## src/rtl/ttl_universal_reg_pkg.sv

```systemverilog
// Shared definitions for the TTL-style universal register.
// Mode encoding and legal width bounds.
package ttl_pkg;

    typedef enum logic [2:0] {
        MODE_HOLD     = 3'd0,
        MODE_LOAD     = 3'd1,
        MODE_SHIFT_UP = 3'd2,
        MODE_SHIFT_DN = 3'd3,
        MODE_ROT_UP   = 3'd4,
        MODE_ROT_DN   = 3'd5,
        MODE_CNT_UP   = 3'd6,
        MODE_CNT_DN   = 3'd7
    } ttl_mode_t;

    localparam int WIDTH_MIN = 2;
    localparam int WIDTH_MAX = 32;

endpackage

```

## src/rtl/ttl_universal_reg.sv

```systemverilog
// Universal shift/rotate/count register, 74x194/74x163 style.
// tc is combinational so stages cascade without extra latency.
module ttl_universal_reg
    import ttl_pkg::*;
#(
    parameter int               WIDTH     = 8,
    parameter logic [WIDTH-1:0] RESET_VAL = '0
) (
    input  logic             clk,
    input  logic             rst,
    input  logic             clr_n,
    input  logic             en,
    input  logic [2:0]       mode,
    input  logic [WIDTH-1:0] d,
    input  logic             ser_lo,
    input  logic             ser_hi,
    output logic [WIDTH-1:0] q,
    output logic [WIDTH-1:0] qbar,
    output logic             tc
);

    generate
        if (WIDTH < WIDTH_MIN || WIDTH > WIDTH_MAX) begin : g_bad_width
            $error("ttl_universal_reg: WIDTH must be 2..32");
        end
    endgenerate

    ttl_mode_t m;
    assign m = ttl_mode_t'(mode);

    always_ff @(posedge clk) begin
        if (rst) begin
            q <= RESET_VAL;
        end else if (!clr_n) begin
            q <= '0;
        end else if (m == MODE_LOAD) begin
            q <= d;
        end else if (en) begin
            case (m)
                MODE_SHIFT_UP: q <= {q[WIDTH-2:0], ser_lo};
                MODE_SHIFT_DN: q <= {ser_hi, q[WIDTH-1:1]};
                MODE_ROT_UP:   q <= {q[WIDTH-2:0], q[WIDTH-1]};
                MODE_ROT_DN:   q <= {q[0], q[WIDTH-1:1]};
                MODE_CNT_UP:   q <= q + 1'b1;
                MODE_CNT_DN:   q <= q - 1'b1;
                default:       q <= q;
            endcase
        end
    end

    assign qbar = ~q;

    assign tc = en & (((m == MODE_CNT_UP) & (&q)) |
                      ((m == MODE_CNT_DN) & ~(|q)));

endmodule

```

## config.mk

```make
export PLATFORM = sky130hd
export DESIGN_NAME = ttl_universal_reg
export DESIGN_NICKNAME = d
export VERILOG_FILES = /design/src/rtl/ttl_universal_reg_pkg.sv /design/src/rtl/ttl_universal_reg.sv
export SDC_FILE = /design/constraint.sdc
export NUM_CORES = 1
export LEC_CHECK = 0
export ABC_AREA = 1
export CAP_MARGIN = 0
export CORE_MARGIN = 1
export CORE_UTILIZATION = 45
export DETAILED_ROUTE_END_ITERATION = 10
export GPL_ROUTABILITY_DRIVEN = 0
export MAX_ROUTING_LAYER = met4
export PLACE_DENSITY_LB_ADDON = 0.1
export REMOVE_ABC_BUFFERS = 1
export SLEW_MARGIN = 20
export SYNTH_ARGS = -nofsm -noshare
export SYNTH_HDL_FRONTEND = slang
export SYNTH_SLANG_ARGS = --single-unit
```

## constraint.sdc

```tcl
create_clock -name clk -period 2.1 [get_ports clk]
set_input_delay 0.42 -clock clk [delete_from_list [all_inputs] [get_ports clk]]
set_output_delay 0.42 -clock clk [all_outputs]
set_load 0.05 [all_outputs]
```

======== Word level (Yosys, flattened, before mapping) ========
Cells that the tools add are included.
storage, ports and cells
  flip-flop bits (word level) ............. 8
  bits in latches ......................... 0
  RAM bits ................................ 0
  memory bits (read-only) ................. 0
  bits of input ports ..................... 17
  output and inout port bits .............. 17
  logic and storage cells ................. 26
  memories ................................ 0
operators by class
  $add $sub $neg .......................... 2
  multiply operators ...................... 0
  div/mod/pow operators ................... 0
  $lt $le $gt $ge ......................... 0
  equal/unequal tests ..................... 7
  shifts and indexed selects .............. 0
  multiplexer cells ....................... 3
  bitwise logic cells ..................... 7
  reduce and logical (&&, ||, !) cells .... 6
operator list
  kind                   count
  $pmux W8 S6            1
  $mux W8                2
  $eq A3 B3 Y1 const B   4
  $add A8 B1 Y8 const B  1
  $not A8 Y8             1
  $reduce_and A8 Y1      1
  $reduce_or A8 Y1       1
  $sub A8 B1 Y8 const B  1
  $reduce_bool A7 Y1     1
  $eq A3 B2 Y1 const B   2
  $and A1 B1 Y1          3
  $eq A3 B1 Y1 const B   1
  $not A1 Y1             2
  $reduce_and A2 Y1      1
  $reduce_bool A2 Y1     1
  $reduce_or A2 Y1       1
  $or A1 B1 Y1           1

======== Longest topological paths before layout ========
Gate-level depths: netlist (run 1).
  depth in word-level cells ............... 5
  depth in mapped cells ................... 16
  mapped depth without buffers ............ 15

======== Worst setup path after synthesis (run 1) ========
No wires, ideal clock.
  kind .................................... register to output
  start ................................... reg q[0]
  end ..................................... out tc
  data arrival time ....................... 2.643 ns
  required time ........................... 1.680 ns
  setup slack ............................. -0.963 ns
  cell stages (with the launch flop) ...... 5
  path buffers ............................ 0
  cell sequence ........................... dfxtp_1 inv_1 nor4_1 a31oi_1 nor3_1
on the way
  longest elaborated chain between the ends .. 5
  elaborated cells between the ends (all ways) .. 7
  those cells by class .................... bitwise (5); reduce/logical (2)
ends and longest elaborated chain
  element                 line                     RTL
  start, declared         ttl_universal_reg.sv:17  output logic [WIDTH-1:0] q,
  start signal, assigned  ttl_universal_reg.sv:40  MODE_SHIFT_UP: q <= {q[WIDTH-2:0], ser_lo};
  start signal, assigned  ttl_universal_reg.sv:41  MODE_SHIFT_DN: q <= {ser_hi, q[WIDTH-1:1]};
  start signal, assigned  ttl_universal_reg.sv:42  MODE_ROT_UP: q <= {q[WIDTH-2:0], q[WIDTH-1]};
  $reduce_or A8 Y1        ttl_universal_reg.sv:54  ((m == MODE_CNT_DN) & ~(|q)));
  $not A1 Y1              ttl_universal_reg.sv:54
  $and A1 B1 Y1           ttl_universal_reg.sv:54
  $or A1 B1 Y1 *          ttl_universal_reg.sv:53  assign tc = en & (((m == MODE_CNT_UP) & (&q)) |
  $and A1 B1 Y1 *         ttl_universal_reg.sv:53
  end, declared           ttl_universal_reg.sv:19  output logic tc
Every way passes the cells marked *; elsewhere a longest branch is shown, timed or not.

======== Worst setup path after layout (run 1) ========
  start ................................... reg q[4]
  end ..................................... out tc
The elaborated chain is that of the path after synthesis.

==> impl_results.md, run 1 <==
- Global-route wire length before repair: roughly 6000 um
- Largest register FFs: 8
- Clock sinks: 8
- Syn Inst Count: 177
- Htree depth: 1
- Core ar.: about 2000 um2
- Via/cell ratio: ~5.4
- Width of the die: 49.0 um
- R2r setup slk: 0.21 ns
- DR pass1 iterations: 4
- Antenna diode count: 0
- Clock Path Buffers: 2
- Hold endpoint: q[1]
- F_max: just under 0.5 GHz
- Area delta synth->final: 62.9%
- Arr. time, crit path: 1.64 ns
- Most common cell after layout, fill and taps aside: nand2_1
- Max-cap violation count: 0
- Nets: about 260
- Die Ht: slightly below 50 um
- Tot GR Track Use: 32.0%
- Setup violation total in the final timing report: 0
- # IOs: 34
- CTS tree: built
- Setup Slack @ Placement: -0.428 ns
- Vias in the first global route: ~1400
- Setup ws final: between 0.04 and 0.05 ns
- Hold depth: 2
- Max-slew headroom: approximately two thirds
- Min Clock Period, post-route: between 2 and 2.5 ns
- Skew final: 0.00542 ns
- Switching share of power: between 30% and 40%
- Clk slew on worst S/H paths: 0.06 ns
- Hpwl dp: just under 3000 um
- Starting DRC count in detailed routing: 64
- R2R depth: 13
- Min-Delay Startpoint: q[1]
- Final core occ: 80.1%
- Die area: ~2400 um2
- Status: finished, final reports clean
- Worst hold path type: reg2reg
- Num CTS Buffers: 3
- Yosys Warn Count: 0
- EDFF count, synth: 0
- Worst vdd ir: between 0.3 and 0.4 mV
- Biggest register: q
- Post-synthesis cell type count: 31
- Crit path launch: q[4]
- Period utilization: 98.0%
- Seq/Total Area, Yosys: 16.1%
- Leak Pwr: 0.000773 uW
- Synth Flop Type: dfxtp_1
- Port-buffer cells: 33
- Ys async rst share: 0%
- CP Capture Type: primary output
- Hold buffers post-CTS: 0
- Critical path peak fanout: 7
- Wire per inst: ~14 um
- CP Data Required Time: 1.68 ns
- Slew Limit Fails: 0
- Largest net degree at the start of global routing: 10
- Post-DRT Antenna Nets: 0
- Hold WS: around 0.50 ns
- Initial antenna violation count: 0
- Worst r2r src: q[1]
- Initial core utilization: between 40% and 50%
- Worst-Margin Slew: approximately 0.51 ns
- Cell area after synthesis: ~990 um2
- Final Hold Fails: 0
- Pint: about 340 uW
- Flop pwr share: 30.5%
- Power density over the cells: between 300 and 400 nW/um2
- Commonest cells after routing, fill and taps aside: nand2_1, buf_4, clkdlybuf4s50_1
- Fin cells: 268
- Syn Area/Cell: about 5.6 um2
- GR Overflow Total: 0
- Inst Count DP: around 260
- Sw power: 210 uW
- Worst R2R End: q[4]
- Total number of vias: 1452
- Clock share of power: between 20% and 30%
- Share of cells above drive strength 1: between 20% and 30%
- Comb pwr share: approximately half
- FF+latch count, synth: 8
- Largest registers: q x8
- Crit start category: register
- Clk_lat worst skew: between 0.2 and 0.3 ns
- Clock root buffer: clkbuf_4
- Routed WL: approximately 3600 um
- Row Count: 16
- Crit Path Category: reg2out
- Drt drc: 0
==> logic make-up (layout without fill, tap and decap cells) <==
family / after synthesis / count (layout) / synth area share (%)
DFF: 8 / 8 / 16.1
AOI/OAI and AO/OA: 43 / 43 / 26.5
adders and majority gates: 1 / 1 / 1.26
and+or+nand+nor: 96 / 96 / 45.0
buffers and inverters: 29 / 93 / 11.1
==> metal layers <==
metal / track usage, % / vias up / wire [um]
met3: 2.18 / 8 / 238
met5: - / - / 0
met1: 38.0 / 645 / 1490
li1: - / 723 / -
met4: 15.2 / 0 / 63
met2: 54.6 / 76 / 1850
==> timing repair <==
item,CTS,global route
setup buffers,0,4
setup endpoints to repair,3,3
resized for setup,6,13
==> power by group through the flow <==
stage / clock network [uW] / logic, uW / registers (uW)
floorplan: 0 / 119 / 184
global placement: 0 / 251 / 169
detailed placement: 0 / 256 / 169
CTS: 123 / 255 / 166
global route: 127 / 286 / 167
finish: 117 / 263 / 166
==> layout make-up <==
cell class / instances / area [um2]
Tap cell: 27 / 33.8
Timing Repair Buffer: 62 / 538
Multi-Input combinational cell: 140 / 748
Sequential cell: 8 / 169
Clock buffer: 3 / 22.5
Fill cell: 158 / 402
Inverter: 28 / 109
==> synth_stat cells, types with 2 or more instances <==
library cell	count	share of area (%)
a31oi_1	4	2.5
o21ai_0	13	6.5
nand2_1	54	20
o221ai_1	2	1.8
nand3_1	8	4.0
o211ai_1	2	1.5
a21oi_1	14	7.0
a22oi_1	2	1.5
inv_1	26	9.8
nand2_2	6	3.8
dfxtp_1	8	16
nand3_2	2	2.0
nand4_1	3	1.9
inv_2	2	0.75
nor3_1	2	1.0
nor4_1	2	1.3
nor2_1	13	4.9
==> critical path: stages (launching register included) <==
cell and delay [ns]:
dfxtp_4 0.40, clkinvlp_4 0.17, nor4_4 0.29, a31oi_1 0.12, nor3_1 0.14, buf_4 0.14
buf_12 0.12
==> how the worst max path moves through the flow <==
stage                 to  slack (ns)
CTS                   tc        0.01
global route          tc       -0.05
global placement    q[4]       -0.29
detailed placement  q[4]       -0.43
finish                tc        0.04
floorplan             tc       -0.96
==> through the flow <==
step                      TNS, ns  total power [uW]  instance area [um2]
after floorplan             -1.48               303                  990
after global placement      -1.07               419                 1540
after detailed placement    -1.80               425                 1540
after CTS                       0               544                 1570
after global routing      -0.0786               580                 1620
final                           0               546                 1620
Note: power is estimated with default switching activity, not from simulation.
==> run 2, diff against run 1 <==
GPL_TIMING_DRIVEN = 0   (was unset)
==> impl_results.md, run 2 (synthesis results as in run 1) <==
- Area delta synth->final: 40.5%
- Clock Path Buffers: 2
- Routed WL: 3080 um
- Htree depth: 1
- Tot GR Track Use: a little over a quarter
- Arr. time, crit path: between 1.5 and 2 ns
- Width of the die: a little under 50 um
- CP Capture Type: primary output
- Skew final: around 0.0021 ns
- Vias in the first global route: around 1200
- Antenna diode count: 0
- Total number of vias: 1377
- Total Power: between 500 and 600 uW
- Largest registers: q x8
- Post-route cell area: 1400 um2
- Clk_lat worst skew: around 0.25 ns
- Worst vdd ir: about 0.27 mV
- Drt drc: 0
- Starting DRC count in detailed routing: 36
- Most common cell after layout, fill and taps aside: nand2_1
- Status: finished, final reports clean
- # IOs: 34
- Num CTS Buffers: 3
- DP Area: 1350 um2
- Largest net degree at the start of global routing: 11
- Setup violation total in the final timing report: 0
- Worst hold path type: reg2reg
- Setup Slack @ Placement: -1.03 ns
- Die Ht: ~50 um
- Initial core utilization: between 40% and 50%
- Core ar.: 2020 um2
- Unrepaired setup endpoints after global routing: false
- CTS tree: built
- Setup ws final: ~0.075 ns
- Crit Path Category: reg2out
- GR Overflow Total: 0
- Hold depth: 2
- Nets: roughly 230
- Leak Pwr: 0.000627 uW
- Worst-Margin Slew: between 0.5 and 0.6 ns
- Max-cap violation count: 0
- Die area: 2400 um2
- Final Hold Fails: 0
- Largest register FFs: 8
- CP Data Required Time: around 1.7 ns
- Clock sinks: 8
- Fin cells: 240
- Wire per inst: 12.8 um
- Clock root buffer: clkbuf_4
- Inst Count DP: ~240
- Power density over the cells: approximately 360 nW/um2
- DR pass1 iterations: 5
- Critical path peak fanout: 7
- Global-route wire length before repair: 5090 um
- R2R depth: 13
- Port-buffer cells: 33
- Crit start category: register
- Post-DRT Antenna Nets: 0
- F_max: ~0.5 GHz
- Via/cell ratio: 5.74
- Hpwl dp: between 2000 and 2500 um
- Row Count: 16
- Hold buffers post-CTS: 0
- Initial antenna violation count: 0
- Clk slew on worst S/H paths: 0.06 ns
- Slew Limit Fails: 0
- Final core occ: between 60% and 70%
- Max-slew headroom: 65.8%
- Period utilization: 96.4%
- Min Clock Period, post-route: 2.03 ns
- Biggest register: q
- Commonest cells after routing, fill and taps aside: nand2_1, clkdlybuf4s50_1, inv_1
- Share of cells above drive strength 1: between 10% and 20%
==> run 2: worst paths after layout <==
check             to  slack, ns  startpoint
min reg2reg     q[1]       0.52        q[1]
max reg2reg     q[6]       0.24        q[1]
min             q[1]       0.52        q[1]
max          qbar[6]       0.07        q[6]
==> run 2: timing repair <==
item                                   CTS  global route
endpoints found under the hold margin    0             0
setup endpoints to repair                9             5
pin swaps                                0             2
setup buffers                            0             1
gates resized for setup                 18            21
==> run 2: worst max-delay path: stages, from the launching register on <==
cell             delay (ns)
dfxtp_1                0.37
inv_1                  0.16
clkdlybuf4s50_1        0.82
==> run 2: per-layer routing <==
layer | GRT usage (%) | vias to the layer above | part of all wire [%]
met1 | 34.2 | 632 | 44
met2 | 43.8 | 71 | 47
met3 | 1.25 | 9 | 7.5
met5 | - | - | 0
li1 | - | 665 | -
met4 | 11.3 | 0 | 1.4
==> run 2: final cells by class <==
cell class / instances / area [um2]
fill: 193 / 624
tap: 27 / 33.8
inverter: 28 / 105
timing repair buffer: 34 / 319
sequential: 8 / 173
multi-input combinational: 140 / 744
clock buffer: 3 / 22.5
==> run 2: power by group <==
part / switching (uW) / internal (uW) / leakage, uW
Sequential: 10.0 / 156 / 0.0000684
Clock: 54.2 / 65.5 / 0.0000138
Combinational: 138 / 79.2 / 0.000545
==> run 2: stage by stage <==
| stage | hold slack, ns | setup TNS [ns] |
|---|---|---|
| global placement | 0.522 | -3.90 |
| CTS | 0.515 | 0 |
| floorplan | 0.589 | -1.48 |
| detailed placement | 0.530 | -4.25 |
| global route | 0.541 | 0 |
| finish | 0.516 | 0 |
